===== src/rtl/mem_access_arbiter.sv =====
// -----------------------------------------------------------------------------
// mem_access_arbiter
//   Shares one single-port memory between two requesters. Only one access is
//   in flight at a time. Each access drives the memory strobe for exactly one
//   cycle. A read then waits RD_LAT cycles, captures the read data and reports
//   completion with a done pulse. Ties between the requesters are broken
//   round-robin.
//
// Ports
//   clk, rst                 clock, synchronous active-high reset
//   req0/1, we0/1            request level and write(1)/read(0) select
//   addr0/1, wdata0/1        operands, sampled when the request is accepted
//   gnt0/1                   1-cycle pulse: request accepted, operands latched
//   done0/1                  1-cycle pulse: access complete, rdata valid on read
//   rdata0/1                 last read data per requester, held until next read
//   mem_read_ctrl            read strobe to memory
//   mem_write_ctrl           write strobe to memory
//   mem_address              address to memory
//   mem_data_write           write data to memory
//   mem_data_read            read data from memory
// -----------------------------------------------------------------------------
module mem_access_arbiter #(
    parameter int AW     = 3,
    parameter int DW     = 3,
    parameter int RD_LAT = 1
) (
    input  logic          clk,
    input  logic          rst,
    input  logic          req0,
    input  logic          req1,
    input  logic          we0,
    input  logic          we1,
    input  logic [AW-1:0] addr0,
    input  logic [AW-1:0] addr1,
    input  logic [DW-1:0] wdata0,
    input  logic [DW-1:0] wdata1,
    output logic          gnt0,
    output logic          gnt1,
    output logic          done0,
    output logic          done1,
    output logic [DW-1:0] rdata0,
    output logic [DW-1:0] rdata1,
    output logic          mem_read_ctrl,
    output logic          mem_write_ctrl,
    output logic [AW-1:0] mem_address,
    output logic [DW-1:0] mem_data_write,
    input  logic [DW-1:0] mem_data_read
);

    localparam int CW = (RD_LAT > 1) ? $clog2(RD_LAT) : 1;

    typedef enum logic [1:0] {
        IDLE,
        ISSUE,
        WAIT,
        RESP
    } state_t;

    state_t        state_reg, state_next;
    logic          winner_reg, winner_next;
    logic          last_reg, last_next;
    logic          we_reg, we_next;
    logic [AW-1:0] addr_reg, addr_next;
    logic [DW-1:0] wdata_reg, wdata_next;
    logic [CW-1:0] cnt_reg, cnt_next;
    logic [1:0]    gnt_reg, gnt_next;
    logic [1:0]    done_reg, done_next;
    logic          rd_reg, rd_next;
    logic          wr_reg, wr_next;
    logic          capture;

    // Outputs are computed one state ahead so that every port comes straight
    // from a flop: the strobes and gnt are loaded on the edge that enters
    // ISSUE, done is loaded on the edge that enters RESP.
    always_comb begin
        state_next  = state_reg;
        winner_next = winner_reg;
        last_next   = last_reg;
        we_next     = we_reg;
        addr_next   = addr_reg;
        wdata_next  = wdata_reg;
        cnt_next    = cnt_reg;
        gnt_next    = 2'b00;
        done_next   = 2'b00;
        rd_next     = 1'b0;
        wr_next     = 1'b0;
        capture     = 1'b0;
        case (state_reg)
            IDLE: begin
                if (req0 || req1) begin
                    // Single request wins outright; on a tie the requester
                    // that was not served last wins.
                    winner_next = (req0 && req1) ? ~last_reg : req1;
                    we_next     = winner_next ? we1    : we0;
                    addr_next   = winner_next ? addr1  : addr0;
                    wdata_next  = winner_next ? wdata1 : wdata0;
                    gnt_next    = winner_next ? 2'b10  : 2'b01;
                    wr_next     = we_next;
                    rd_next     = ~we_next;
                    state_next  = ISSUE;
                end
            end
            ISSUE: begin
                if (we_reg) begin
                    done_next  = winner_reg ? 2'b10 : 2'b01;
                    state_next = RESP;
                end else begin
                    cnt_next   = CW'(RD_LAT - 1);
                    state_next = WAIT;
                end
            end
            WAIT: begin
                if (cnt_reg == '0) begin
                    capture    = 1'b1;
                    done_next  = winner_reg ? 2'b10 : 2'b01;
                    state_next = RESP;
                end else begin
                    cnt_next = cnt_reg - CW'(1);
                end
            end
            RESP: begin
                last_next  = winner_reg;
                state_next = IDLE;
            end
            default: state_next = IDLE;
        endcase
    end

    always_ff @(posedge clk) begin
        if (rst) begin
            state_reg  <= IDLE;
            winner_reg <= 1'b0;
            last_reg   <= 1'b1;
            we_reg     <= 1'b0;
            addr_reg   <= '0;
            wdata_reg  <= '0;
            cnt_reg    <= '0;
            gnt_reg    <= 2'b00;
            done_reg   <= 2'b00;
            rd_reg     <= 1'b0;
            wr_reg     <= 1'b0;
        end else begin
            state_reg  <= state_next;
            winner_reg <= winner_next;
            last_reg   <= last_next;
            we_reg     <= we_next;
            addr_reg   <= addr_next;
            wdata_reg  <= wdata_next;
            cnt_reg    <= cnt_next;
            gnt_reg    <= gnt_next;
            done_reg   <= done_next;
            rd_reg     <= rd_next;
            wr_reg     <= wr_next;
        end
    end

    // Per-requester read data holding registers; only the current winner's
    // register is loaded, so the other requester's last result is kept.
    genvar gi;
    generate
        for (gi = 0; gi < 2; gi++) begin : g_rdata
            logic [DW-1:0] rdata_reg;
            always_ff @(posedge clk) begin
                if (rst) begin
                    rdata_reg <= '0;
                end else if (capture && (winner_reg == 1'(gi))) begin
                    rdata_reg <= mem_data_read;
                end
            end
        end
    endgenerate

    assign gnt0           = gnt_reg[0];
    assign gnt1           = gnt_reg[1];
    assign done0          = done_reg[0];
    assign done1          = done_reg[1];
    assign rdata0         = g_rdata[0].rdata_reg;
    assign rdata1         = g_rdata[1].rdata_reg;
    assign mem_read_ctrl  = rd_reg;
    assign mem_write_ctrl = wr_reg;
    assign mem_address    = addr_reg;
    assign mem_data_write = wdata_reg;

endmodule


===== config.mk =====
export PLATFORM = sky130hd
export DESIGN_NAME = mem_access_arbiter
export DESIGN_NICKNAME = d
export VERILOG_FILES = /design/src/rtl/mem_access_arbiter.sv
export SDC_FILE = /design/constraint.sdc
export NUM_CORES = 1
export LEC_CHECK = 0
export ABC_AREA = 1
export BUFFER_PORTS_ARGS = -buffer_cell sky130_fd_sc_hd__buf_2
export CAP_MARGIN = 5
export CORE_MARGIN = 2
export CORE_UTILIZATION = 46
export CTS_CLUSTER_SIZE = 14
export DETAILED_ROUTE_END_ITERATION = 8
export PLACE_DENSITY_LB_ADDON = 0.15
export SETUP_SLACK_MARGIN = 0.5
export SLEW_MARGIN = 40
export SYNTH_ARGS = -nofsm -noshare
export SYNTH_HDL_FRONTEND = slang
export SYNTH_SLANG_ARGS = --single-unit

===== constraint.sdc =====
create_clock -name clk -period 1.8 [get_ports clk]
set_clock_uncertainty 0.2 [all_clocks]
set_input_delay 0.36 -clock clk [delete_from_list [all_inputs] [get_ports clk]]
set_output_delay 0.36 -clock clk [all_outputs]
set_load 0.03 [all_outputs]

## Word level (Yosys, flattened, before mapping)

Index checks and enable logic that the tools add are counted.
Widths: inputs -> output; s select.

- Mux-type cells: 18
- Eq/ne operators: 6
- Reductions and logical operators: 10
- Bitwise logic cells: 5
- Shift-type cells: 0
- Multiply operators: 0
- $add $sub $neg: 1
- Div/mod/pow operators: 0
- Magnitude comparators: 0

Operators by type and width:

| cell | number |
|---|---|
| $mux 2 | 6 |
| $pmux 2 s4 | 1 |
| $mux 1 | 7 |
| $mux 3 | 2 |
| $ne 2x2->1 const B | 3 |
| $reduce_and 2->1 | 3 |
| $not 1->1 | 5 |
| $eq 2x2->1 const B | 2 |
| $pmux 2 s2 | 1 |
| $logic_and 1x1->1 | 3 |
| $reduce_or 3->1 | 1 |
| $eq 2x1->1 const B | 1 |
| $logic_not 2->1 | 1 |
| $pmux 1 s2 | 1 |
| $reduce_bool 2->1 | 1 |
| $logic_or 1x1->1 | 1 |
| $sub 1x1->1 const B | 1 |

- Memories: 0
- Memory bits (read-only): 0
- Register bits: 24
- Bits in latches: 0
- Logic and storage cells: 53
- Input port bits: 21
- Output and inout bits: 18
- Bits in writable memories: 0

## Depth between registers and ports, before layout

- Depth in word-level cells: 4
- Gate-level depth with buffers: 8
- Gate-level depth less buffers: 8

## Worst setup path after synthesis

No wires, ideal clock.

- Kind: flip-flop to flip-flop
- Start point: reg state_reg[0]
- End point: reg addr_reg[0] (netlist: mem_address[0])
- Setup time: 116 ps
- Path slack: 377 ps
- Arrival: 1107 ps
- Stages on the path, launching flop included: 8
- Cell sequence: dfxtp_1 > inv_1 > ha_1 > inv_1 > nor2_4 > buf_6 > o21ai_0 > nor2_1

- Word-level cells in the longest chain between the ends: 2

RTL lines:

| item | RTL line | source |
|---|---|---|
| start, declared | 59 | `state_t state_reg, state_next;` |
| start signal, assigned | 143 | `state_reg <= state_next;` |
| $logic_not 2->1 | 88 | `case (state_reg)` |
| $reduce_and 2->1 (no line) | n/a |  |
| end signal, assigned | 147 | `addr_reg <= addr_next;` |
| end, declared | 63 | `logic [AW-1:0] addr_reg, addr_next;` |

Every way passes these cells.
A chain may end at the register's enable or synchronous reset.

## Worst setup path in the final report

- Start point: reg wdata_reg[2] (netlist: mem_data_write[2])
- End point: out mem_data_write[2]

RTL lines:

| item | RTL line | source |
|---|---|---|
| start, declared | 64 | `logic [DW-1:0] wdata_reg, wdata_next;` |
| start signal, assigned | 148 | `wdata_reg <= wdata_next;` |
| end, declared | 46 | `output logic [DW-1:0] mem_data_write,` |

No word-level cell between the ends.

==> key figures <==
Die
  • FP Rows: 16
  • Die Area: about 2600 um^2
  • Core area: roughly 2000 um^2
  • Die width: between 50 and 60 um
  • Die height: around 51 um
  • Io pins: 39
  • Initial core utilization: 49.75%

Worst setup path
  • Worst Path Buf+Inv: 1
  • CP max-delay cell: dfxtp_2
  • Reg2reg setup slack: around 0.45 ns
  • CP Max Fanout: 2
  • CP startpoint kind: flip-flop
  • Worst EP required: between 1 and 1.5 ns
  • Worst EP arrival: between 0.7 and 0.8 ns
  • WS Path Type: flip-flop to output port
  • R2r endpoint: mem_address[0]$_SDFFE_PP0P_
  • Crit-path cells: buf_6
  • Cells on worst reg2reg path: 8
  • CP endpoint kind: output port
  • Reg2reg start: state_reg[0]$_SDFFE_PP0P_
  • Max stage delay on crit path: 0.36 ns
  • Cell family with most CP delay: flip-flops

Timing
  • Final Hold Slack: around 0.034 ns
  • Pins over their slew limit: 0
  • Setup TNS: 0 ns
  • RSZ-0062 raised after global routing: yes
  • Endpoints failing setup: 0
  • Fmax: ~0.74 GHz
  • Least-Margin Pin Slew: ~0.44 ns
  • Final worst slack: 0.4481 ns
  • Endpoints failing hold: 0
  • Period utilization: between 70 and 80%
  • Slew HR: 70.37%
  • Tmin final: 1.352 ns

Min path
  • Tightest Hold Check Type: primary input to flip-flop
  • Worst min-delay path startpoint: rst
  • WHS Endpoint: state_reg[0]$_SDFFE_PP0P_
  • Hold Path Depth: 2

Placed design
  • Setup slack at placement: ~0.27 ns
  • RD Place Congestion: about 0.82
  • Placed inst area: ~1200 um^2
  • HPWL after DPL: between 1000 and 1500 um
  • Port Buffers: 38
  • Dpl cells: roughly 190

Clocking
  • Worst skew pair latency: between 0.3 and 0.4 ns
  • CTS Hold Bufs: 0
  • # clock sinks: 23
  • CTS Buf Count: 3
  • Root buffer cell: clkbuf_4
  • CTS tree: built
  • Clock Pin Slew Worst Setup and Hold Paths: around 0.12 ns
  • H-tree levels: 1
  • Clock Path Buffers: 2

GRT
  • Vias in the first global route: ~900
  • GR Util All Layers: approximately a fifth
  • Gr ovfl total: 0
  • Initial antenna violation count: 0
  • First-pass GRT wire length: about 3700 um
  • Largest net degree at the start of global routing: 17

Drt
  • Vias post-DR: roughly 1000
  • WL/cell: approximately 11 um
  • Initial DRC count: 10
  • Drt via density: just under 5
  • DRT Wirelength: 2193 um
  • DR pass1 iterations: 4
  • DRC: 0
  • Final ANT Viol Nets: 0

Synthesis
  • Synthesized area per cell: between 7 and 8 um^2
  • Synth Net Count: between 150 and 200
  • Post-synthesis cell count: between 100 and 150
  • #FFs+latches synth: 23
  • Syn. warnings: 0
  • Mapped Area: approximately 1000 um^2
  • Netlist cell types: 16
  • Seq/Total Area, Yosys: 46.23%

Cells and area
  • Area Overhead vs Synth: 51.26%
  • # diodes: 0
  • Final instance area: about 1500 um^2
  • Final Non-Filler Cells: between 200 and 250
  • Final net count: between 200 and 250
  • Share of cells above drive strength 1: 51.98%
  • Final Util: ~75%

Pwr
  • Power per cell area: between 1000 and 1500 nW/um^2
  • VDD IR max: 0.9491 mV
  • Leak Pwr: 0.7138 nW
  • Overall Power: about 2.1 mW

Flow run
  • Max cap viols: 0

Outcome
  • Outcome: finished clean
cell usage after synthesis (all sizes together):
cell / number / area, um^2
ha: 5 / 62.56
inv: 11 / 41.29
dfxtp: 23 / 460.4
nor3: 2 / 10.01
nand3: 10 / 50.05
a21oi: 5 / 25.02
o21bai: 1 / 7.510
o21ai: 14 / 70.07
buf: 4 / 26.27
a21boi: 6 / 45.04
nand2: 22 / 82.58
nor2: 28 / 115.1
logic make-up after synthesis:
kind of cell / after synthesis / share of synthesized area, %
AND/OR/NAND/NOR: 62 / 25.88
AO/OA/AOI/OAI: 26 / 14.82
flip-flops: 23 / 46.23
buffers and inverters: 15 / 6.783
adder cells (fa/ha/maj): 5 / 6.281
power breakdown:
group | leakage [nW] | switching [mW] | internal [mW]
logic | 0.502 | 0.606 | 0.511
registers | 0.197 | 0.0918 | 0.663
clock network | 0.0150 | 0.149 | 0.0865
layer usage:
layer  wire length [um]  global-route usage [%]  vias up
met5                  0                       0        -
met4                 44                   12.61        0
met3                100                   3.274        6
met2               1106                   32.89       28
met1                942                   22.12      449
li1                   -                       -      515
worst max path at each step:
stage,start,endpoint,depth (start not counted)
final,mem_data_write[2]$_SDFFE_PP0P_,mem_data_write[2],1
after global routing,state_reg[0]$_SDFFE_PP0P_,we_reg$_SDFFE_PP0P_,8
after CTS,state_reg[0]$_SDFFE_PP0P_,mem_address[0]$_SDFFE_PP0P_,8
after detailed placement,req0,we_reg$_SDFFE_PP0P_,7
after global placement,req0,we_reg$_SDFFE_PP0P_,7
after floorplan,state_reg[1]$_SDFFE_PP0P_,mem_address[0]$_SDFFE_PP0P_,8
area by class of cell:
type                            instances  area (um^2)
Fill cell                             154        495.5
Timing Repair Buffer                   46        370.4
Sequential cell                        23        490.5
Inverter                               11        46.29
Multi-Input combinational cell         93        539.3
Clock buffer                            4        26.28
Tap cell                               27        33.78
layout by cell type, fill, tap and decap left out, drive strengths merged:
| master | n |
|---|---|
| inv | 11 |
| clkbuf | 4 |
| nor2 | 28 |
| nor3 | 2 |
| nand3 | 10 |
| o21ai | 14 |
| ha | 5 |
| a21oi | 5 |
| dfxtp | 23 |
| o21bai | 1 |
| a21boi | 6 |
| buf | 46 |
| nand2 | 22 |
what timing repair did:
item	4_1_cts	5_1_grt
pin swaps	5	11
setup buffers	7	0
cloned	0	0
resized for setup	66	14
endpoints found under the setup margin	35	41
Note: power is estimated with default switching activity, not from simulation.
